<file path="config.mk">
export PLATFORM = sky130hd
export DESIGN_NAME = lcd_req_arbiter
export DESIGN_NICKNAME = d
export VERILOG_FILES = /design/src/rtl/lcd_pkg.sv /design/src/rtl/lcd_req_arbiter_rr_arb2.sv /design/src/rtl/lcd_req_arbiter.sv
export SDC_FILE = /design/constraint.sdc
export NUM_CORES = 1
export LEC_CHECK = 0
export ABC_AREA = 1
export BUFFER_PORTS_ARGS = -buffer_cell sky130_fd_sc_hd__buf_2
export CAP_MARGIN = 20
export CORE_ASPECT_RATIO = 0.6
export CORE_UTILIZATION = 40
export DETAILED_ROUTE_END_ITERATION = 16
export HOLD_SLACK_MARGIN = 0.15
export REMOVE_ABC_BUFFERS = 1
export SYNTH_ARGS = -nofsm -noshare
export SYNTH_HDL_FRONTEND = slang
export SYNTH_HIERARCHICAL = 1
export SYNTH_SLANG_ARGS = --single-unit
</file>
<file path="constraint.sdc">
create_clock -name clk -period 4.1 [get_ports clk]
set_input_delay 1.025 -clock clk [delete_from_list [all_inputs] [get_ports clk]]
set_output_delay 1.025 -clock clk [all_outputs]
set_load 0.1 [all_outputs]
</file>
<file path="src/rtl/lcd_pkg.sv">
// Shared types and constants for the character-LCD request arbiter.
// Command layout is {rs, rw, data[7:0]}.
package lcd_pkg;

  localparam int LCD_CMD_W        = 10;
  localparam int LCD_RS_BIT       = 9;
  localparam int LCD_RW_BIT       = 8;
  localparam int LCD_HOLD_DEFAULT = 1501;

  typedef enum logic [1:0] {
    ST_IDLE,
    ST_ISSUE,
    ST_ACK,
    ST_HOLD
  } lcd_arb_state_t;

endpackage

</file>
<file path="src/rtl/lcd_req_arbiter_rr_arb2.sv">
// Two-input round-robin picker: on a tie the input that did not
// win last time is chosen; a lone valid input always wins.
module rr_arb2 (
  input  logic [1:0] valid,
  input  logic       last,
  output logic       win,
  output logic       any
);

  assign any = |valid;
  assign win = (&valid) ? ~last : valid[1];

endmodule

</file>
<file path="src/rtl/lcd_req_arbiter.sv">
// Round-robin sharer of one LCD driver between two command producers.
// Define LCD_ARB_TIMEOUT_EN to bound the acknowledge wait and flag err.
module lcd_req_arbiter
  import lcd_pkg::*;
#(
  parameter int unsigned HOLD_CYCLES = LCD_HOLD_DEFAULT,
  parameter int unsigned ACK_TIMEOUT = 8,
  parameter int unsigned CNT_W       = 11
) (
  input  logic                 clk,
  input  logic                 rst_n,
  input  logic                 req0_valid,
  input  logic [LCD_CMD_W-1:0] req0_bus,
  output logic                 req0_ready,
  input  logic                 req1_valid,
  input  logic [LCD_CMD_W-1:0] req1_bus,
  output logic                 req1_ready,
  input  logic                 lcd_busy,
  output logic                 lcd_enable,
  output logic [LCD_CMD_W-1:0] lcd_bus,
  output logic                 grant_id,
  output logic                 err
);

  localparam logic [CNT_W-1:0] HOLD_LOAD =
    CNT_W'(HOLD_CYCLES - 1);

  lcd_arb_state_t       state_q, state_d;
  logic [CNT_W-1:0]     cnt_q, cnt_d;
  logic [LCD_CMD_W-1:0] cmd_q, cmd_d;
  logic                 gid_q, gid_d;
  logic [1:0]           rdy_q, rdy_d;
  logic                 win, any;

`ifdef LCD_ARB_TIMEOUT_EN
  localparam logic [CNT_W-1:0] ACK_LAST =
    CNT_W'(ACK_TIMEOUT - 1);
  logic err_q, err_d;
`else
  logic unused_ack_to;
  assign unused_ack_to = (ACK_TIMEOUT == 0);
`endif

  rr_arb2 u_arb (
    .valid ({req1_valid, req0_valid}),
    .last  (gid_q),
    .win   (win),
    .any   (any)
  );

  // State, counter, command, grant and ready registers.
  always_ff @(posedge clk) begin
    if (!rst_n) begin
      state_q <= ST_IDLE;
      cnt_q   <= '0;
      cmd_q   <= '0;
      gid_q   <= 1'b1;
      rdy_q   <= 2'b00;
    end else begin
      state_q <= state_d;
      cnt_q   <= cnt_d;
      cmd_q   <= cmd_d;
      gid_q   <= gid_d;
      rdy_q   <= rdy_d;
    end
  end

`ifdef LCD_ARB_TIMEOUT_EN
  // Sticky acknowledge-timeout flag.
  always_ff @(posedge clk) begin
    if (!rst_n) begin
      err_q <= 1'b0;
    end else begin
      err_q <= err_d;
    end
  end
  assign err = err_q;
`else
  assign err = 1'b0;
`endif

  // Next-state: grant, strobe, await ack, then hold off.
  always_comb begin
    state_d = state_q;
    cnt_d   = cnt_q;
    cmd_d   = cmd_q;
    gid_d   = gid_q;
    rdy_d   = 2'b00;
`ifdef LCD_ARB_TIMEOUT_EN
    err_d   = err_q;
`endif
    unique case (state_q)
      ST_IDLE: begin
        if (rdy_q[0] && req0_valid) begin
          cmd_d   = req0_bus;
          gid_d   = 1'b0;
          state_d = ST_ISSUE;
        end else if (rdy_q[1] && req1_valid) begin
          cmd_d   = req1_bus;
          gid_d   = 1'b1;
          state_d = ST_ISSUE;
        end else if (rdy_q == 2'b00 && any && !lcd_busy) begin
          rdy_d = win ? 2'b10 : 2'b01;
        end
      end
      ST_ISSUE: begin
        cnt_d   = '0;
        state_d = ST_ACK;
      end
      ST_ACK: begin
        if (lcd_busy) begin
          cnt_d   = HOLD_LOAD;
          state_d = ST_HOLD;
`ifdef LCD_ARB_TIMEOUT_EN
        end else if (cnt_q == ACK_LAST) begin
          err_d   = 1'b1;
          cnt_d   = '0;
          state_d = ST_IDLE;
        end else begin
          cnt_d = cnt_q + CNT_W'(1);
`endif
        end
      end
      ST_HOLD: begin
        if (cnt_q == '0) begin
          state_d = ST_IDLE;
        end else begin
          cnt_d = cnt_q - CNT_W'(1);
        end
      end
      default: state_d = ST_IDLE;
    endcase
  end

  assign req0_ready = rdy_q[0];
  assign req1_ready = rdy_q[1];
  assign lcd_enable = (state_q == ST_ISSUE);
  assign lcd_bus    = cmd_q;
  assign grant_id   = gid_q;

endmodule

</file>
; ---- After elaboration in Yosys (flattened, before gate mapping)
; Index checks and enable logic that the tools add are counted.
[totals]
in_bits = 25
wordCells = 47
register_bits = 26
out_inout_bits = 15
[classes]
mux = 14
n_eq_ne = 7
n_reduce_logical = 16
bitwise = 4
add_sub_neg = 1
[op_table]
columns = cell, count
row1 = $pmux 11 s3, 1
row2 = $mux 11, 2
row3 = $mux 10, 2
row4 = $logic_not 11->1, 1
row5 = $sub 11x1->11 const B, 1
row6 = $mux 2, 5
row7 = $pmux 2 s4, 1
row8 = $ne 2x2->1 const B, 3
row9 = $reduce_and 3->1, 2
row10 = $reduce_or 5->1, 1
row11 = $eq 2x2->1 const B, 2
row12 = $logic_and 1x1->1, 4
row13 = $logic_not 2->1, 2
row14 = $not 1->1, 4
row15 = $reduce_and 2->1, 2
row16 = $mux 1, 3
row17 = $ne 3x3->1 const B, 1
row18 = $reduce_bool 3->1, 1
row19 = $eq 2x1->1 const B, 1
row20 = $reduce_bool 2->1, 1
row21 = $reduce_or 2->1, 1
row22 = $logic_not 1->1, 1

; ---- Logic depth before layout (Yosys ltp)
; Gate-level depths: netlist of the first run.
[logic_depth]
depth_word = 5
mapped_depth = 10
depth_no_buf = 9

; ---- By module
; The synthesis of the first run kept the hierarchy.
[modules_own_cells]
columns = module, area_each_um2, instances, cells_per_inst, seq_area_each_um2
row1 = lcd_req_arbiter, 1507.7, 1, 230, 520.5
row2 = rr_arb2, 15.0, 1, 3, 0.0

; ---- Worst setup path before layout of the first run
; Ideal clock, no wire load.
[synth_timing]
path_type = register to output
startpoint = register state_q[1]
endpoint = output lcd_enable
path_buffers = 0
arrival_ns = 1.183
stages_incl_launch_ff = 3
slack_ns = 1.892
t_required_ns = 3.075
cell_sequence = dfxtp_1 > inv_1 > ha_1
[synth_between]
elab_chain_cells = 1
[synth_rtl]
columns = element, line_no
row1 = "start, declared", lcd_req_arbiter.sv:28  ; lcd_arb_state_t state_q, state_d;
row2 = "start signal, assigned", lcd_req_arbiter.sv:60  ; state_q <= state_d;
row3 = $eq 2x1->1, lcd_req_arbiter.sv:137  ; assign lcd_enable = (state_q == ST_ISSUE);
row4 = "end, declared", lcd_req_arbiter.sv:19  ; output logic lcd_enable,
; Every way passes these cells.

; ---- Worst setup path after layout of the first run
[layout_timing]
startpoint = register rdy_q[0]
endpoint = output req0_ready
[layout_lines]
columns = element, line_no
row1 = "start, declared", lcd_req_arbiter.sv:32  ; logic [1:0] rdy_q, rdy_d;
row2 = "start signal, assigned", lcd_req_arbiter.sv:64  ; rdy_q <= rdy_d;
row3 = "end, declared", lcd_req_arbiter.sv:14  ; output logic req0_ready,
; No word-level cell between the ends.

==> metrics.md, run 1 <==
| Metric | Value |
|---|---|
| Worst-path fanout max | `13` |
| Routed Antenna Nets | `0` |
| Count of final setup violators | `0` |
| Mapped cell area | `1520 µm²` |
| Hold Buf Count CTS | `0` |
| Synth Register Bits | `26` |
| Die Ht | `49.8 µm` |
| Core Box Area | `3440 µm²` |
| Leading area contributor after synthesis | `dfxtp_1` |
| Fmax | `417 MHz` |
| Routability cong. | `0.768` |
| Cells after Synth | `233` |
| CP top delay family | `flip-flops` |
| Number of buffers created by CTS | `3` |
| Io pins | `40` |
| Max-Cap Viols | `0` |
| Clk root buf | `clkbuf_8` |
| Max rail drop VDD | `361 µV` |
| Syn_area_per_cell | `6.54 µm²` |
| Fin util | `51.4%` |
| Synth cell types | `27` |
| DRT Pass-1 Iters | `4` |
| Synth-to-Final Area Change | `16.3%` |
| Number of synthesized flops with an enable pin | `0` |
| Die area | `4070 µm²` |
| Cell with the most instances after synthesis | `nand2_1` |
| Data required, critical path | `3070 ps` |
| Post-cts sizing count | `0` |
| GRT overflow | `0` |
| R2R Setup Slk | `2080 ps` |
| Top cells by count, synth | `56 x nand2_1, 35 x nor2_1, 26 x dfxtp_1, 26 x inv_1, 25 x nand3_1` |
| Clk buf depth | `2` |
| Outcome | `finished, final reports clean` |
| Top-area cell type share of the netlist area | `34.2%` |
| Post-layout net count | `297` |
| Final Critical Period | `2400 ps` |
| RSZ-0062 raised after global routing | `no` |
| Yosys warning count | `6` |
| Largest net degree at the start of global routing | `26` |
| Vias | `1516` |
| Filler instances | `353` |
| GRT Util Overall | `20.6%` |
| Pwr dens | `754 nW/µm²` |
| Hold WC Path Type | `flip-flop to flip-flop` |
| Via count of the first global-routing pass | `1346` |
| Initial antenna violation count | `0` |
| Fin. Hold Viols | `0` |
| Clock Skew | `4.16 ps` |
| Total inserted antenna cells | `0` |
| Setup bufs post-CTS | `0` |
| Worst relative slew slack | `63.3%` |
| WL final | `3710 µm` |
| Leakage power | `0.912 nW` |
| Clk sink count | `26` |
| Worst-path clk slew | `90 ps` |
| Crit-path cells | `buf_2` |
| Critical Path Max Stage Delay | `590 ps` |
| Rows | `16` |
| 1st-iter DRT viols | `53` |
| DR DRC count | `0` |
| Placed Area | `1720 µm²` |
| Critical Path End Type | `output pin` |
| Asr flop ratio synth | `0%` |
| TritonCTS clock tree | `yes` |
| Final Cell Area | `1770 µm²` |
| CP startpoint kind | `flip-flop` |
| Storage element area | `520 µm²` |
| Pins Over Slew Limit | `0` |
| Chip width | `81.7 µm` |
| Via density per instance | `4.89` |
| Post-synthesis sequential area ratio | `34.2%` |
| Worst Path Arrival | `1370 ps` |
| CP Class | `flip-flop to output pin` |
| Top_reg_cell synth | `dfxtp_1` |
| HPWL after detailed placement | `2730 µm` |
| CTS H-tree depth | `1` |
| Tcrit/Tclk final | `58.5%` |
| Footprint of the multi-input gates | `851 µm²` |
| CP bufs+invs | `1` |
| IO Port Bufs | `38` |
| First-pass GRT wire length | `6380 µm` |
| Skew-Pair Late Insertion Delay | `280 ps` |
| Tightest Pin Transition | `551 ps` |
| Setup TNS | `0 ps` |
| Wire per inst | `12.0 µm` |
| Initial cell density of the core | `44.2%` |
| CP max stage cell | `dfxtp_1` |
| Synth area leaders | `dfxtp_1 34%, nand2_1 14%, nor2_1 8.6%, nand3_1 8.2%, inv_1 6.4%` |
| Layout cells sized above 1 | `18.9%` |
==> report_power, final <==
group          switching (mW)  internal, mW  leakage, nW
clock                  0.0866        0.0861       0.0288
sequential             0.0620         0.322        0.212
combinational           0.539         0.240        0.671
total                   0.688         0.648        0.912
==> flip-flops by register name (all words and copies together), names as in the netlist <==
register,cells
cnt_q,11
grant_id,1
lcd_bus,10
rdy_q,2
state_q,2
==> cell type report <==
class | count | area share (%)
Sequential cell | 26 | 29.4
Multi-Input combinational cell | 171 | 48.1
Clock buffer | 4 | 3.11
Inverter | 26 | 5.51
Timing Repair Buffer | 38 | 10.7
Tap cell | 45 | 3.18
==> placed cells by master (no fill, tap or decap), types with 2 or more instances in the layout <==
master / n
a21oi_1: 5
buf_2: 38
inv_1: 26
nand2_1: 56
o21ai_0: 17
nor2_4: 2
nor2_1: 35
a31oi_1: 12
nand3_1: 25
ha_1: 6
dfxtp_1: 26
clkbuf_8: 4
==> per-stage QoR <==
step	hold slack (ps)	setup slack (ps)	power [mW]	cells
final	450	1700	1.34	310
after CTS	445	1700	1.33	310
after global placement	411	1590	1.15	306
after global routing	453	1490	1.47	310
after floorplan	403	1700	1.01	223
after detailed placement	433	1490	1.16	306
==> final timing paths <==
kind | startpoint | endpoint | depth (start not counted)
min | cnt_q[0]$_SDFFE_PN0P_ | cnt_q[0]$_SDFFE_PN0P_ | 1
max reg2reg | rdy_q[0]$_SDFF_PP0_ | lcd_bus[4]$_SDFFE_PN0P_ | 6
max | rdy_q[0]$_SDFF_PP0_ | req0_ready | 1
min reg2reg | cnt_q[0]$_SDFFE_PN0P_ | cnt_q[0]$_SDFFE_PN0P_ | 1
==> cell families (layout without fill, tap and decap cells) <==
logic type / after synthesis / in the layout / share of synthesized area, %
DFF: 26 / 26 / 34.2
AOI/OAI and AO/OA: 35 / 35 / 12.7
other: 1 / 1 / 0.246
adders and majority gates: 6 / 6 / 4.93
and+or+nand+nor: 129 / 129 / 38.0
buffers and inverters: 36 / 68 / 9.94
==> metal layers <==
metal / GRT usage (%) / vias to the layer above / wire length (µm)
met5: 0 / - / 0
met4: 6.14 / 0 / 37
met3: 5.37 / 4 / 150
met2: 26.5 / 28 / 1390
met1: 32.1 / 672 / 2140
li1: - / 812 / -
Power figures use the tool's default switching activity.
==> inputs of run 2 (changes only) <==
--- a/config.mk
+++ b/config.mk
@@ -5,13 +5,14 @@
 export SDC_FILE = /design/constraint.sdc
 export NUM_CORES = 1
 export LEC_CHECK = 0
-export ABC_AREA = 1
+export ABC_AREA = 0
 export BUFFER_PORTS_ARGS = -buffer_cell sky130_fd_sc_hd__buf_2
 export CAP_MARGIN = 20
 export CORE_ASPECT_RATIO = 0.6
 export CORE_UTILIZATION = 40
 export DETAILED_ROUTE_END_ITERATION = 16
 export HOLD_SLACK_MARGIN = 0.15
+export PLACE_DENSITY = 0.66
 export REMOVE_ABC_BUFFERS = 1
 export SYNTH_ARGS = -nofsm -noshare
 export SYNTH_HDL_FRONTEND = slang
==> constraint.sdc (replaced) <==
create_clock -name clk -period 2.2 [get_ports clk]
set_input_delay 0.55 -clock clk [delete_from_list [all_inputs] [get_ports clk]]
set_output_delay 0.55 -clock clk [all_outputs]
set_load 0.1 [all_outputs]
==> run 2 against run 1 <==
  * Flip-flop and latch count did not move
  * Total power increased by 29%
  * Critical path depth increased by 5
  * Clock skew grew 4.9 ps
  * First-iteration DRC count grew 92%
  * Worst setup slack worse by 1400 ps
==> metrics.md, run 2 <==
| Metric | Value |
|---|---|
| R2R Setup Slk | `320 ps (-1760 ps)` |
| Largest net degree at the start of global routing | `22 (-15%)` |
| Number of buffers created by CTS | `3 (unchanged)` |
| DRT Pass-1 Iters | `4 (unchanged)` |
| Routability cong. | `0.889 (+16%)` |
| Asr flop ratio synth | `0% (unchanged)` |
| Top cells by count, synth | `26 x dfxtp_1, 22 x nand2_1, 18 x nor2_1` |
| Syn_area_per_cell | `8.15 µm² (+25%)` |
| Data required, critical path | `2350 ps (-720 ps)` |
| Tcrit/Tclk final | `85.5%` |
| Seq pwr share | `33.7% (+5.0 points)` |
| Io pins | `40 (unchanged)` |
| RR Endpoint | `cnt_q[3]$_SDFFE_PN0P_` |
| Die Ht | `49.3 µm (-0.98%)` |
| Via count of the first global-routing pass | `1265 (-6.0%)` |
| Synth Register Bits | `26 (unchanged)` |
| Cell with the most instances after synthesis | `dfxtp_1` |
| Number of synthesized flops with an enable pin | `0 (unchanged)` |
| Hold Buf Count CTS | `0 (unchanged)` |
| Psw | `804 µW (+17%)` |
| Initial antenna violation count | `0 (unchanged)` |
| Fmax | `531 MHz` |
| Synth area leaders | `dfxtp_1 35%, a311oi_1 6.5%, nand2_1 5.5%, ha_1 5.0%, nand3_1 4.7%` |
| Max reg flops | `11 (unchanged)` |
| Comb pwr share | `48.6% (-9.7 points)` |
| Worst relative slew slack | `62.6% (-0.65 points)` |
| Most common cell after layout, fill and taps aside | `buf_2` |
| Outcome | `finished, final reports clean` |
| Most frequent cells in the layout | `38 x buf_2, 26 x dfxtp_1, 22 x nand2_1` |
| Count of final setup violators | `0 (unchanged)` |
| Top-area cell type share of the netlist area | `34.9% (+0.72 points)` |
| Sw Share | `46.6% (-4.9 points)` |
| Worst-path fanout max | `10 (-3)` |
| CTS H-tree depth | `1 (unchanged)` |
| Die area | `3980 µm² (-2.0%)` |
| Worst Path Arrival | `2040 ps (+670 ps)` |
| Pins Over Slew Limit | `0 (unchanged)` |
| Core Box Area | `3400 µm² (-1.2%)` |
| Tightest Pin Transition | `557 ps (+5.59 ps)` |
| Pwr dens | `981 nW/µm² (+30%)` |
| Hold WC Path Type | `flip-flop to flip-flop` |
| Post-layout net count | `250 (-16%)` |
| 1st-iter DRT viols | `102 (+92%)` |
| Wire per inst | `14.1 µm (+18%)` |
| Critical Path End Type | `flip-flop` |
| Worst Setup SP | `state_q[0]$_SDFFE_PN0P_` |
| Total inserted antenna cells | `0 (unchanged)` |
| Layout cells sized above 1 | `24.8% (+5.9 points)` |
| DR DRC count | `0 (unchanged)` |
| IO Port Bufs | `38 (unchanged)` |
| Fin. Hold Viols | `0 (unchanged)` |
| Synth-to-Final Area Change | `17.9%` |
| Clk root buf | `clkbuf_8` |
| GRT Util Overall | `20.0% (-0.59 points)` |
| Post-cts sizing count | `0 (unchanged)` |
| Final Critical Period | `1880 ps` |
| Mapped cell area | `1490 µm² (-2.1%)` |
| Worst-path clk slew | `90 ps (about the same)` |
| P_int | `921 µW (+42%)` |
| Vias | `1494 (-1.5%)` |
| Synth cell types | `49 (+81%)` |
| Clock Skew | `9.08 ps (+4.92 ps)` |
| Hold_sp | `cnt_q[10]$_SDFFE_PN0P_` |
| Top_reg_cell synth | `dfxtp_1` |
| Clk buf depth | `2 (unchanged)` |
| Leading area contributor after synthesis | `dfxtp_1` |
| TritonCTS clock tree | `yes` |
| Clk sink count | `26 (unchanged)` |
| RSZ-0062 raised after global routing | `no` |
| Skew-Pair Late Insertion Delay | `270 ps (about the same)` |
| Critical path endpoint | `cnt_q[3]$_SDFFE_PN0P_` |
| Routed Antenna Nets | `0 (unchanged)` |
| Cells after Synth | `183 (-21%)` |
| Clock power frac | `17.8% (+4.9 points)` |
| Yosys warning count | `6 (unchanged)` |
| HPWL after detailed placement | `2840 µm (+4.1%)` |
| First-pass GRT wire length | `6200 µm (-2.8%)` |
| Hold slack final | `492 ps (+42.1 ps)` |
| Final worst slack | `318 ps (-1380 ps)` |
| Pre-CTS setup slack | `311 ps (-1180 ps)` |
| Rows | `16 (unchanged)` |
| Leakage power | `0.735 nW (-19%)` |
| Max-Cap Viols | `0 (unchanged)` |
| Fin util | `51.7% (+0.24 points)` |
| CP startpoint kind | `flip-flop` |
| Cells on worst reg2reg path | `6 (unchanged)` |
| Setup bufs post-CTS | `0 (unchanged)` |
| Post-synthesis sequential area ratio | `34.9% (+0.72 points)` |
| Initial cell density of the core | `43.8% (-0.40 points)` |
| Setup TNS | `0 ps (unchanged)` |
| Max rail drop VDD | `587 µV (+62%)` |
| Worst R2R Start | `state_q[0]$_SDFFE_PN0P_` |
| GRT overflow | `0 (unchanged)` |
| Via density per instance | `5.68 (+16%)` |
| Chip width | `80.8 µm (-1.0%)` |
| CP Class | `flip-flop to flip-flop` |
| WL final | `3720 µm (+0.16%)` |
| Reg with most FFs | `cnt_q` |
## run 2: cell count changes after synthesis, moves of 3 or more
cell and delta:
a311oi_1 +11, or3_1 +3, o21ai_0 -8, nor2_1 -17
inv_1 -18, nor3_1 +4, nand2_1 -34, nand3_1 -11
a31oi_1 -9
## run 2: power by group through the flow
stage	registers [mW]	clock network, mW	logic, mW
floorplan	0.766	0	0.477
global placement	0.589	0	0.830
detailed placement	0.590	0	0.833
CTS	0.579	0.321	0.837
global route	0.588	0.344	0.912
finish	0.580	0.307	0.837
## run 2: how the worst min path moves through the flow
| stage | to | depth (start not counted) | slack (ps) |
|---|---|---|---|
| after floorplan | cnt_q[10]$_SDFFE_PN0P_ | 2 | 440 |
| after global placement | lcd_bus[1]$_SDFFE_PN0P_ | 2 | 490 |
| after detailed placement | cnt_q[10]$_SDFFE_PN0P_ | 2 | 470 |
| after CTS | cnt_q[10]$_SDFFE_PN0P_ | 2 | 490 |
| after global routing | cnt_q[10]$_SDFFE_PN0P_ | 2 | 530 |
| final | cnt_q[10]$_SDFFE_PN0P_ | 2 | 490 |
## run 2: metal layers
| layer | vias to the layer above | GRT usage, % | routed length (µm) |
|---|---|---|---|
| met2 | 65 | 26.5 | 1560 |
| met5 | - | 0 | 0 |
| met4 | 0 | 2.68 | 0 |
| li1 | 742 | - | - |
| met3 | 0 | 5.42 | 226 |
| met1 | 687 | 31.6 | 1930 |
## run 2: worst max-delay path, cell delays in order (launching register included)
cell     delay [ps]
dfxtp_1         390
inv_1           100
ha_1            220
nor2b_4         140
or2_0           380
nor4b_1         390
o32ai_1         140
## run 2: metrics by stage
stage	power (mW)	instances	instance area, µm²
after global placement	1.42	259	1700
after floorplan	1.24	171	1420
after detailed placement	1.42	259	1700
after global routing	1.84	263	1760
final	1.72	263	1760
after CTS	1.74	263	1760
## run 2: cells by family (layout without fill, tap and decap cells)
kind of cell             after synthesis  count (layout)  share of synthesized area [%]
other                                  1               1                          0.251
buffers and inverters                 21              56                           7.13
AND/OR/NAND/NOR                       78              78                           27.6
multiplexers                           2               2                           1.34
adder cells (fa/ha/maj)                6               6                           5.03
flip-flops                            26              26                           34.9
AO/OA/AOI/OAI                         49              49                           23.7
## run 2: area by class of cell
type / instances / area [µm²]
fillers: 340 / 1650
clock buffers: 4 / 55.1
flip-flops and latches: 26 / 520
well taps: 45 / 56.3
inverters: 9 / 33.8
repair buffers: 43 / 228
multi-input cells: 136 / 865
==> inputs of run 3 (changes only) <==
--- a/config.mk
+++ b/config.mk
@@ -11,7 +11,9 @@
 export CORE_ASPECT_RATIO = 0.6
 export CORE_UTILIZATION = 40
 export DETAILED_ROUTE_END_ITERATION = 16
+export GPL_TIMING_DRIVEN = 0
 export HOLD_SLACK_MARGIN = 0.15
+export MAX_ROUTING_LAYER = met4
 export PLACE_DENSITY = 0.66
 export REMOVE_ABC_BUFFERS = 1
 export SYNTH_ARGS = -nofsm -noshare
==> run 3 against run 2 <==
  * Via count down 1.7%
  * Clock power up 28%
  * Global-route usage about the same
  * Sequential share of layout area up 0.13 points
  * Die area unchanged
  * First-iteration DRC count down 16%
==> metrics.md, run 3 (same netlist as run 2, synthesis figures left out) <==
| Metric | Value |
|---|---|
| Outcome | `finished, final reports clean` |
| Initial cell density of the core | `43.8% (unchanged)` |
| CP bufs+invs | `1 (unchanged)` |
| Final worst slack | `118 ps (-200 ps)` |
| R2R Setup Slk | `120 ps (-200 ps)` |
| Hold slack final | `492 ps (+0.459 ps)` |
| Wire per inst | `13.9 µm (-1.8%)` |
| Largest net degree at the start of global routing | `17 (-23%)` |
| Clk root buf | `clkbuf_8` |
| 1st-iter DRT viols | `86 (-16%)` |
| Pwr dens | `1030 nW/µm² (+5.1%)` |
| Clock Skew | `3.52 ps (-5.56 ps)` |
| Fin util | `51.4% (-0.22 points)` |
| Final Critical Period | `2080 ps (+200 ps)` |
| Data required, critical path | `2400 ps (+50 ps)` |
| Critical Path Max Stage Delay | `430 ps (+40 ps)` |
| Rows | `16 (unchanged)` |
| Initial antenna violation count | `0 (unchanged)` |
| Fin. Hold Viols | `0 (unchanged)` |
| Most common cell after layout, fill and taps aside | `buf_2` |
| Routed Antenna Nets | `0 (unchanged)` |
| Hold Buf Count CTS | `0 (unchanged)` |
| CTS H-tree depth | `1 (unchanged)` |
| Layout cells sized above 1 | `23.8% (-0.94 points)` |
| Setup TNS | `0 ps (unchanged)` |
| Tightest Pin Transition | `548 ps (-8.16 ps)` |
| Die Ht | `49.3 µm (unchanged)` |
| Max reg flops | `11 (unchanged)` |
| Critical Path End Type | `flip-flop` |
| Max rail drop VDD | `637 µV (+8.6%)` |
| Worst R2R Start | `cnt_q[0]$_SDFFE_PN0P_` |
| WL final | `3600 µm (-3.3%)` |
| Worst Setup SP | `cnt_q[0]$_SDFFE_PN0P_` |
| Cells on worst reg2reg path | `6 (unchanged)` |
| CP max stage cell | `nor3b_1` |
| Crit-path cells | `inv_1 -> ha_1 -> nor3b_1 -> and3_1 -> o21a_1 -> mux2i_1` |
| Clk buf depth | `2 (unchanged)` |
| Worst Path Arrival | `2280 ps (+240 ps)` |
| Via density per instance | `5.67 (-0.22%)` |
| TritonCTS clock tree | `yes` |
| Die area | `3980 µm² (unchanged)` |
| RSZ-0062 raised after global routing | `no` |
| Most frequent cells in the layout | `38 x buf_2, 26 x dfxtp_1, 22 x nand2_1` |
| Io pins | `40 (unchanged)` |
| Post-layout net count | `246 (-1.6%)` |
| Synth-to-Final Area Change | `17.4%` |
| Number of buffers created by CTS | `3 (unchanged)` |
| Leakage power | `0.725 nW (-1.5%)` |
| HPWL after detailed placement | `2690 µm (-5.5%)` |
| Count of final setup violators | `0 (unchanged)` |
| Routability cong. | `0.804 (-9.6%)` |
| Skew-Pair Late Insertion Delay | `270 ps (about the same)` |
| GRT overflow | `0 (unchanged)` |
| RR Endpoint | `state_q[0]$_SDFFE_PN0P_` |
| Max-Cap Viols | `0 (unchanged)` |
| Chip width | `80.8 µm (unchanged)` |
| Tcrit/Tclk final | `94.6% (+9.1 points)` |
| Worst relative slew slack | `63.2% (+0.55 points)` |
| DR DRC count | `0 (unchanged)` |
| Via count of the first global-routing pass | `1286 (+1.7%)` |
| First-pass GRT wire length | `6100 µm (-1.7%)` |
| GRT Util Overall | `20.0% (about the same)` |
| Worst-path fanout max | `9 (-1)` |
| Worst-path clk slew | `90 ps (about the same)` |
| CP top delay family | `simple AND/OR/NAND/NOR gates` |
| DRT Pass-1 Iters | `4 (unchanged)` |
| Hold WC Path Type | `flip-flop to flip-flop` |
| Core Box Area | `3400 µm² (unchanged)` |
| Fmax | `480 MHz (-9.6%)` |
| CP Class | `flip-flop to flip-flop` |
| Final Total Pwr | `1.81 mW (+4.7%)` |
| IO Port Bufs | `38 (unchanged)` |
| Clk sink count | `26 (unchanged)` |
| Vias | `1468 (-1.7%)` |
| Pre-CTS setup slack | `35.2 ps (-276 ps)` |
| Crit path depth | `6 (unchanged)` |
| Total inserted antenna cells | `0 (unchanged)` |
| Reg with most FFs | `cnt_q` |
| Pins Over Slew Limit | `0 (unchanged)` |
| Critical path endpoint | `state_q[0]$_SDFFE_PN0P_` |
| CP startpoint kind | `flip-flop` |
-- run 3: cell types whose count changed in the layout (fill, tap and decap cells not counted) --
cell       before  now
or2_0           1    0
or2_1           1    2
clkbuf_8        4    3
nor2b_2         0    1
buf_6           0    1
buf_4           5    0
bufinv_16       0    1
nor2b_1         1    0
-- run 3: cell type report --
cell class,count,area [µm²]
fillers,358,1650
multi-input cells,136,867
flip-flops and latches,26,520
repair buffers,39,201
well taps,45,56.3
clock buffers,3,41.3
inverters,9,33.8
clock inverters,1,30.0
-- run 3: worst min-delay path by stage --
stage / startpoint / cells past startpoint / to / slack (ps)
6_report: cnt_q[10]$_SDFFE_PN0P_ / 2 / cnt_q[10]$_SDFFE_PN0P_ / 490
5_1_grt: lcd_bus[5]$_SDFFE_PN0P_ / 2 / lcd_bus[5]$_SDFFE_PN0P_ / 530
4_1_cts: cnt_q[10]$_SDFFE_PN0P_ / 2 / cnt_q[10]$_SDFFE_PN0P_ / 490
3_5_place_dp: cnt_q[10]$_SDFFE_PN0P_ / 2 / cnt_q[10]$_SDFFE_PN0P_ / 470
3_3_place_gp: cnt_q[10]$_SDFFE_PN0P_ / 2 / cnt_q[10]$_SDFFE_PN0P_ / 470
2_1_floorplan: cnt_q[10]$_SDFFE_PN0P_ / 2 / cnt_q[10]$_SDFFE_PN0P_ / 440
-- run 3: layer usage --
metal | track usage, % | wire length [µm] | up-vias
met4 | 3.87 | 22 | 0
met5 | - | 0 | -
li1 | - | - | 739
met1 | 29.5 | 1920 | 672
met2 | 26.8 | 1400 | 55
met3 | 5.23 | 251 | 2
-- run 3: where the power goes --
part / switching (mW) / internal, mW / total (mW)
combinational: 0.597 / 0.231 / 0.828
sequential: 0.0575 / 0.526 / 0.583
clock: 0.150 / 0.243 / 0.393
total: 0.805 / 1.00 / 1.81
-- run 3: worst reg2reg max path: cells and delay by family (launching register included) --
kind / cells / cell delay, ps
AND/OR/NAND/NOR: 2 / 810
adder cells (fa/ha/maj): 1 / 370
flip-flops: 1 / 350
AO/OA/AOI/OAI: 1 / 200
buffers and inverters: 1 / 70
multiplexers: 1 / 210
-- run 3: what timing repair did --
item,in CTS,in global routing
setup buffers,0,0
gates resized for setup,0,2
endpoints found under the setup margin,0,9
-- run 3: through the flow --
stage | cells | cell area, µm²
after detailed placement | 255 | 1680
after global routing | 259 | 1750
after floorplan | 171 | 1420
final | 259 | 1750
after global placement | 254 | 1670
after CTS | 259 | 1750
